<file path="config.mk">
export PLATFORM = sky130hd
export DESIGN_NAME = beat_player_flat
export DESIGN_NICKNAME = d
export VERILOG_FILES = /design/src/rtl/beat_player_if.sv /design/src/rtl/beat_player.sv /design/src/flat_wrapper.sv
export SDC_FILE = /design/constraint.sdc
export NUM_CORES = 1
export LEC_CHECK = 0
export CORE_ASPECT_RATIO = 1.4
export CORE_MARGIN = 10
export CORE_UTILIZATION = 50
export DETAILED_ROUTE_END_ITERATION = 8
export PLACE_DENSITY = 0.72
export SKIP_CTS_REPAIR_TIMING = 1
export SLEW_MARGIN = 20
export SYNTH_ARGS = -nofsm -noshare
export SYNTH_HDL_FRONTEND = slang
export SYNTH_SLANG_ARGS = --single-unit
</file>
<file path="constraint.sdc">
create_clock -name clk -period 5 [get_ports clk]
set_input_delay 0.75 -clock clk [delete_from_list [all_inputs] [get_ports clk]]
set_output_delay 0.75 -clock clk [all_outputs]
set_load 0.005 [all_outputs]
</file>
<file path="src/rtl/beat_player_if.sv">
// Control/status bundle between the sequencer front end and the beat player.
// The front end (master) owns the beats register and the play toggle; the
// player (slave) reports cursor, strobe, note and audio back.
interface beat_player_if #(
  parameter int STEPS = 16
);
  localparam int IW = (STEPS > 1) ? $clog2(STEPS) : 1;

  logic [3*STEPS-1:0] beats;
  logic               play_toggle;
  logic               playing;
  logic [IW-1:0]      step_idx;
  logic               step_strobe;
  logic [2:0]         note_code;
  logic               gate;
  logic               tone_out;

  modport master (
    output beats, play_toggle,
    input  playing, step_idx, step_strobe, note_code, gate, tone_out
  );

  modport slave (
    input  beats, play_toggle,
    output playing, step_idx, step_strobe, note_code, gate, tone_out
  );
endinterface

</file>
<file path="src/rtl/beat_player.sv">
// 16-step playback engine: walks the beats register at a fixed step period,
// latches each step's pitch code at step start and produces a gated square
// wave whose phase restarts at every step.
module beat_player #(
  parameter int STEPS      = 16,
  parameter int STEP_TICKS = 3000000,
  parameter int GATE_TICKS = 2250000,
  parameter int TONE_SHIFT = 0
) (
  input  logic         clk,
  input  logic         rst_n,
  beat_player_if.slave bus
);
  localparam int IW = (STEPS > 1) ? $clog2(STEPS) : 1;
  localparam int TW = $clog2(STEP_TICKS);

  typedef enum logic {IDLE = 1'b0, PLAY = 1'b1} state_t;

  state_t        state_q, state_d;
  logic [TW-1:0] tick_q, tick_d;
  logic [IW-1:0] idx_q, idx_d, idx_nxt;
  logic [2:0]    note_q, note_d;
  logic          strobe_q, strobe_d;
  logic [13:0]   hcnt_q, hcnt_d;
  logic          phase_q, phase_d;
  logic          gate_q, gate_d;
  logic          tone_q, tone_d;
  logic [13:0]   half;

  // Tone half-period in clk cycles for a pitch code (C5..B5 at 12 MHz).
  function automatic logic [13:0] half_period(input logic [2:0] code);
    logic [13:0] base;
    case (code)
      3'd1:    base = 14'd11467;
      3'd2:    base = 14'd10216;
      3'd3:    base = 14'd9101;
      3'd4:    base = 14'd8590;
      3'd5:    base = 14'd7653;
      3'd6:    base = 14'd6818;
      3'd7:    base = 14'd6074;
      default: base = 14'd0;
    endcase
    // Rests never sound; any non-zero value keeps the counter compare sane.
    return (code == 3'd0) ? 14'd1 : (base >> TONE_SHIFT);
  endfunction

  assign half    = half_period(note_q);
  assign idx_nxt = (idx_q == IW'(STEPS - 1)) ? '0 : idx_q + 1'b1;

  // Next-state decode for the step sequencer, tone divider and outputs.
  always_comb begin
    // NOTE: every _d gets a default first so no path leaves it unassigned,
    // which would otherwise infer a latch.
    state_d  = state_q;
    tick_d   = tick_q;
    idx_d    = idx_q;
    note_d   = note_q;
    strobe_d = 1'b0;
    hcnt_d   = hcnt_q;
    phase_d  = phase_q;
    case (state_q)
      IDLE: begin
        if (bus.play_toggle) begin
          state_d  = PLAY;
          tick_d   = '0;
          idx_d    = '0;
          note_d   = bus.beats[2:0];
          strobe_d = 1'b1;
          hcnt_d   = '0;
          phase_d  = 1'b0;
        end
      end
      PLAY: begin
        if (bus.play_toggle) begin
          // Stop takes priority over a coincident step boundary.
          state_d = IDLE;
          tick_d  = '0;
          idx_d   = '0;
          note_d  = '0;
          hcnt_d  = '0;
          phase_d = 1'b0;
        end else if (tick_q == TW'(STEP_TICKS - 1)) begin
          tick_d   = '0;
          idx_d    = idx_nxt;
          note_d   = bus.beats[3*idx_nxt +: 3];
          strobe_d = 1'b1;
          hcnt_d   = '0;
          phase_d  = 1'b0;
        end else begin
          tick_d = tick_q + 1'b1;
          if (hcnt_q == half - 14'd1) begin
            hcnt_d  = '0;
            phase_d = ~phase_q;
          end else begin
            hcnt_d = hcnt_q + 14'd1;
          end
        end
      end
      default: state_d = IDLE;
    endcase
    // Gate and tone are computed from next state and registered, so the
    // pins come straight off flops and cannot glitch.
    gate_d = (state_d == PLAY) && (note_d != 3'd0) && (32'(tick_d) < GATE_TICKS);
    tone_d = gate_d & phase_d;
  end

  // State and output registers; reset clears everything immediately.
  always_ff @(posedge clk or negedge rst_n) begin
    if (!rst_n) begin
      state_q  <= IDLE;
      tick_q   <= '0;
      idx_q    <= '0;
      note_q   <= '0;
      strobe_q <= 1'b0;
      hcnt_q   <= '0;
      phase_q  <= 1'b0;
      gate_q   <= 1'b0;
      tone_q   <= 1'b0;
    end else begin
      // NOTE: non-blocking so every flop samples the pre-edge values.
      state_q  <= state_d;
      tick_q   <= tick_d;
      idx_q    <= idx_d;
      note_q   <= note_d;
      strobe_q <= strobe_d;
      hcnt_q   <= hcnt_d;
      phase_q  <= phase_d;
      gate_q   <= gate_d;
      tone_q   <= tone_d;
    end
  end

  assign bus.playing     = (state_q == PLAY);
  assign bus.step_idx    = idx_q;
  assign bus.step_strobe = strobe_q;
  assign bus.note_code   = note_q;
  assign bus.gate        = gate_q;
  assign bus.tone_out    = tone_q;
endmodule
</file>
<file path="src/flat_wrapper.sv">
// flat-port wrapper written by rule: the top's interface ports become plain ports
module beat_player_flat 
#(
  parameter int STEPS      = 16,
  parameter int STEP_TICKS = 3000000,
  parameter int GATE_TICKS = 2250000,
  parameter int TONE_SHIFT = 0
)
  (clk, rst_n, bus_beats, bus_play_toggle, bus_playing, bus_step_idx, bus_step_strobe, bus_note_code, bus_gate, bus_tone_out);
  beat_player_if #(.STEPS(STEPS)) bus_i ();
  input  logic clk;
  input  logic rst_n;
  input wire logic [$bits(bus_i.beats)-1:0] bus_beats;
  input wire logic [$bits(bus_i.play_toggle)-1:0] bus_play_toggle;
  output wire logic [$bits(bus_i.playing)-1:0] bus_playing;
  output wire logic [$bits(bus_i.step_idx)-1:0] bus_step_idx;
  output wire logic [$bits(bus_i.step_strobe)-1:0] bus_step_strobe;
  output wire logic [$bits(bus_i.note_code)-1:0] bus_note_code;
  output wire logic [$bits(bus_i.gate)-1:0] bus_gate;
  output wire logic [$bits(bus_i.tone_out)-1:0] bus_tone_out;
  assign bus_i.beats = bus_beats;
  assign bus_i.play_toggle = bus_play_toggle;
  assign bus_playing = bus_i.playing;
  assign bus_step_idx = bus_i.step_idx;
  assign bus_step_strobe = bus_i.step_strobe;
  assign bus_note_code = bus_i.note_code;
  assign bus_gate = bus_i.gate;
  assign bus_tone_out = bus_i.tone_out;
  beat_player #(.STEPS(STEPS), .STEP_TICKS(STEP_TICKS), .GATE_TICKS(GATE_TICKS), .TONE_SHIFT(TONE_SHIFT)) u_core (.clk(clk), .rst_n(rst_n), .bus(bus_i));
endmodule
</file>
Word-level counts from Yosys, hierarchy flattened

Index checks and enable logic that the tools add are counted.

Output and inout port bits: 11
Register bits after elaboration: 48

Multiplexer cells: 31
Bitwise gates (word level): 3
$add $sub $neg: 4
Equal/unequal tests: 12
Reductions and logical operators: 5
Magnitude comparators: 1
Shift operators: 1
Multipliers: 1

Operator list:

| operator                                                              | number |
|---|---|
| 14-bit one-hot mux with 7 select lines                                | 1 |
| 14-bit 2-to-1 mux                                                     | 5 |
| 22-bit 2-to-1 mux                                                     | 3 |
| 48-bit by 7-bit indexed part select with 3-bit output                 | 1 |
| 22-bit one-hot mux with 2 select lines                                | 1 |
| 14-bit one-hot mux with 2 select lines                                | 1 |
| 22-bit by 1-bit adder with 22-bit output (second input constant)      | 1 |
| 22-bit == test (second input constant)                                | 1 |
| 22-bit less-than comparator (second input constant)                   | 1 |
| 4-bit 2-to-1 mux                                                      | 4 |
| 14-bit by 1-bit adder with 14-bit output (second input constant)      | 1 |
| 14-bit == test                                                        | 1 |
| 14-bit by 1-bit subtractor with 14-bit output (second input constant) | 1 |
| 3-bit == test (second input constant)                                 | 4 |
| 3-bit 2-to-1 mux                                                      | 3 |
| 1-bit 2-to-1 mux                                                      | 8 |
| 4-bit one-hot mux with 2 select lines                                 | 1 |
| 3-bit by 2-bit == test with 1-bit output (second input constant)      | 2 |
| 2-bit by 4-bit multiplier with 6-bit output (first input constant)    | 1 |
| 1-bit one-hot mux with 2 select lines                                 | 3 |
| 3-bit one-hot mux with 2 select lines                                 | 1 |
| 4-bit by 1-bit adder with 4-bit output (second input constant)        | 1 |
| 4-bit == test (second input constant)                                 | 1 |
| 3-bit by 1-bit == test with 1-bit output (second input constant)      | 1 |
| 8 further kinds                                                       | 10 |

Depth between registers and ports, before layout

Word-level depth: 11
Gate-level depth with buffers: 13
Gate-level depth less buffers: 12

Worst setup path before layout

No wires, ideal clock.

Path kind: register to register
From: reg u_core.note_q[0], in the netlist u_core.bus.note_code[0]
To: reg u_core.tone_q, in the netlist u_core.bus.tone_out
Data arrival time: 2,814 ps
Slack: 2,099 ps
Stages on the path, launching flop included: 11
Period minus slack after synthesis: 2,901 ps
Data required time: 4,913 ps
Path through: dfrtp_1 clkbuf_1 o21ai_0 ha_1 xnor2_1 a221oi_2 o311ai_1 a2111o_1 or3_1 or3_1 a211oi_2

Cells in the longest elaborated chain, start to end: 10
Elaborated cells between the ends (all ways): 24

Ends and longest elaborated chain:

| item                                          | RTL line           | text |
|---|---|---|
| from (decl)                                   | beat_player.sv:22  | `logic [2:0] note_q, note_d;` |
| from (signal assigned)                        | beat_player.sv:124 | `note_q <= note_d;` |
| 3-bit == test (tied with other cells)         | beat_player.sv:33  | `case (code)` |
| 14-bit one-hot mux with 7 select lines        | beat_player.sv:33  |  |
| 14-bit 2-to-1 mux                             | beat_player.sv:44  | `return (code == 3'd0) ? 14'd1 : (base >> TONE_SHIFT);` |
| 14-bit by 1-bit subtractor with 14-bit output | beat_player.sv:91  | `if (hcnt_q == half - 14'd1) begin` |
| 14-bit == test                                | beat_player.sv:91  |  |
| 1-bit 2-to-1 mux                              | beat_player.sv:91  |  |
| 1-bit 2-to-1 mux                              | beat_player.sv:82  | `end else if (tick_q == TW'(STEP_TICKS - 1)) begin` |
| 1-bit 2-to-1 mux                              | beat_player.sv:74  | `if (bus.play_toggle) begin` |
| 1-bit one-hot mux with 2 select lines         | beat_player.sv:61  | `case (state_q)` |
| 1-bit AND *                                   | beat_player.sv:104 | `tone_d = gate_d & phase_d;` |
| net u_core.tone_d                             | beat_player.sv:27  | `logic tone_q, tone_d;` |
| to (signal assigned)                          | beat_player.sv:129 | `tone_q <= tone_d;` |
| to (decl)                                     | beat_player.sv:27  |  |

The timed path passes the listed nets; every way through them passes the cells marked *.
A chain may end at the register's enable or synchronous reset.

Final worst setup path

Same ends and word-level chain as after synthesis.

==> impl_metrics.toml <==
[outcome]
status = "finished clean"

[cts]
cts_buffer_depth = 2
cts_root_buffer = "clkbuf_8"
cts_sinks = 48
clkTransAtPathRegs_ps = 90
cts_tree = "yes"
cts_max_level = 2
insertion_delay_ps = 310
cts_inserted_buffers = 5

[job]
max-cap-violations = 0

[logic_synthesis]
postSynthAreaPerCell_um2 = 8.42
yosys-top-cells-area = "dfrtp_1 (32%), mux4_2 (6.0%), o21ai_0 (4.8%)"
yosysTopAreaCell = "dfrtp_1"
synth_ff_type = "dfrtp_1"
synthArstFlopShare_pct = 100
synth_top_cell_area_share_pct = 31.9
ys_ff_latch = 48
synth_edf_count = 0
syn_inst = 447
syn-num-nets = 503
synth_area_um2 = 3760
synth_warnings = 0
ys_seq_area_share_pct = 31.9
ys_types = 69

[grt]
track_usage_pct = 18.7
grt_antenna_before_repair = 0
grt_pass1_vias = 3627
grt_start_max_net_pins = 49
grt_pass1_wl_um = 17800
gr-total-overflow = 0

[worst_setup_path]
arrival_ps = 3710
cp-end-kind = "flop"
timing.rr.start = "u_core.bus.note_code[0]$_DFF_PN0_"
rr_worst_depth = 11
r2r_end = "u_core.bus.tone_out$_DFF_PN0_"
crit_type = "reg2reg"
cp_max_fo = 18
critPathLaunchType = "flop"
reg2reg_slack_ps = 1520
crit_required_ps = 5230

[sta]
finalCritPeriodShare_pct = 69.6
worst_slew_pin_slew_ps = 858
fin_ws_ps = 1520
finalCriticalPeriod_ps = 3480
max_freq_ghz = 0.288
max_slew_margin_pct = 42.4
slew_viol_final = 0
setup-violations-final = 0
hold_viol = 0
setup_tns_ps = 0
fin_worst_skew_ps = 11.8
holdWs_ps = 441
grt_setup_unrepaired = "false"

[finish]
finish.utilization_pct = 61.1
syn_to_final_growth_pct = 19.5
fin_area_um2 = 4500
insertedDiodeCount = 0
nets = 545
finalNonFillerCells = 587
drive_above_1_share_pct = 7.14

[placed_design]
placed_cell_area_um2 = 4390
portBuffers = 61
dp_cells = 579
gp_congestion = 1.00
hpwl_um = 8250
pre_cts_ws_ps = 1290

[worst_hold_path]
min_path_type = "in2async"

[detailed_routing]
drtIter0Drc = 289
ant_nets = 0
vias_per_cell = 6.39
avgRoutedWirePerCell_um = 18.7
drt-total-wl_um = 11000
vias = 3749
drt_first_pass_iters = 6
drc = 0

[power_and_ir_drop]
power_mw = 1.31
p_leak_nw = 1.79
ir_drop_mv = 0.220
power_density_nw_per_um2 = 290

[floorplan]
die_w_um = 93.3
die_h_um = 123
std_cell_rows = 37
initial_core_util_pct = 51.1
coreArea_um2 = 7360
die-area_um2 = 11400
ios = 62
## worst max-delay path, cell delays in order, from the launching register on
cell,delay [ps]
dfrtp_1,660
inv_1,230
nor2_1,220
xnor2_1,150
ha_1,260
xnor2_1,140
a221oi_2,170
o311ai_1,120
a2111o_1,400
or3_1,420
or3_1,380
a211oi_2,230
## metal layers
layer | track usage, % | routed length (µm)
met4 | 7.25 | 323
met5 | 0 | 0
met2 | 33.6 | 6020
met3 | 2.75 | 419
met1 | 21.8 | 4200
## cell usage in the layout (no fill, tap or decap), drive strengths merged, types with 3 or more instances in the layout
master and count:
nand4 8, a211oi 5, and3 11, xnor2 6
ha 5, buf 5, or3 6, a31oi 4
o311ai 3, xor2 6, and4 6, dfrtp 48
o41ai 3, or4 3, o21a 4, clkbuf 6
nor2b 8, nor2 36, a21oi 18, o31ai 12
nor3 12, nand3 21, clkdlybuf4s50 60, mux4 10
nor4 14, nand2b 5, nand2 39, inv 16
o22ai 5, o21ai 46, mux2i 12, o211ai 3
## report_power, final
part	switching, mW	internal (mW)
clock	0.137	0.112
sequential	0.119	0.420
combinational	0.267	0.252
total	0.523	0.784
## sequential cells by signal, summed over array words and instances, names as in the netlist
name                    count
u_core.tick_q              22
u_core.hcnt_q              14
u_core.bus.step_idx         4
u_core.bus.note_code        3
u_core.bus.gate             1
u_core.bus.playing          1
u_core.bus.step_strobe      1
u_core.bus.tone_out         1
u_core.phase_q              1
## worst max path at each step
stage | startpoint | to
after floorplan | u_core.bus.note_code[0]$_DFF_PN0_ | u_core.bus.tone_out$_DFF_PN0_
after global placement | bus_play_toggle | u_core.hcnt_q[3]$_DFFE_PN0P_
after detailed placement | bus_play_toggle | u_core.hcnt_q[4]$_DFFE_PN0P_
after CTS | u_core.bus.note_code[0]$_DFF_PN0_ | u_core.bus.tone_out$_DFF_PN0_
after global routing | u_core.bus.note_code[0]$_DFF_PN0_ | u_core.hcnt_q[4]$_DFFE_PN0P_
final | u_core.bus.note_code[0]$_DFF_PN0_ | u_core.bus.tone_out$_DFF_PN0_
## synth_stat cells, types with 6 or more instances
library cell   n
buf_2          8
xnor2_1        6
and4_1         6
xor2_1         6
nor4_1        14
clkbuf_1      20
nor3_1        11
nor2b_1        8
nand3_1       21
nor2_1        36
dfrtp_1       48
or3_1          6
a21oi_1       18
nand2_1       39
o21ai_0       36
mux4_2        10
inv_1         15
mux2i_1       12
nand4_1        8
o21ai_1       10
and3_1        11
o31ai_1       12
## kinds of logic (layout without fill, tap and decap cells)
group,after synthesis,after routing,synth area share [%]
muxes,23,23,9.47
and+or+nand+nor,181,181,25.4
DFF,48,48,31.9
buffers and inverters,48,91,5.45
xor gates and xnor gates,12,12,2.79
AOI/OAI and AO/OA,130,130,23.4
adders and majority gates,5,5,1.66
## cell type report
type                    instances  area (µm²)
inverters                      18        67.6
flip-flops and latches         48        1200
well taps                      97         121
clock inverters                 2        15.0
fillers                       645        2860
clock buffers                   6        82.6
multi-input cells             351        2370
repair buffers                 65         638
Power figures use the tool's default switching activity.
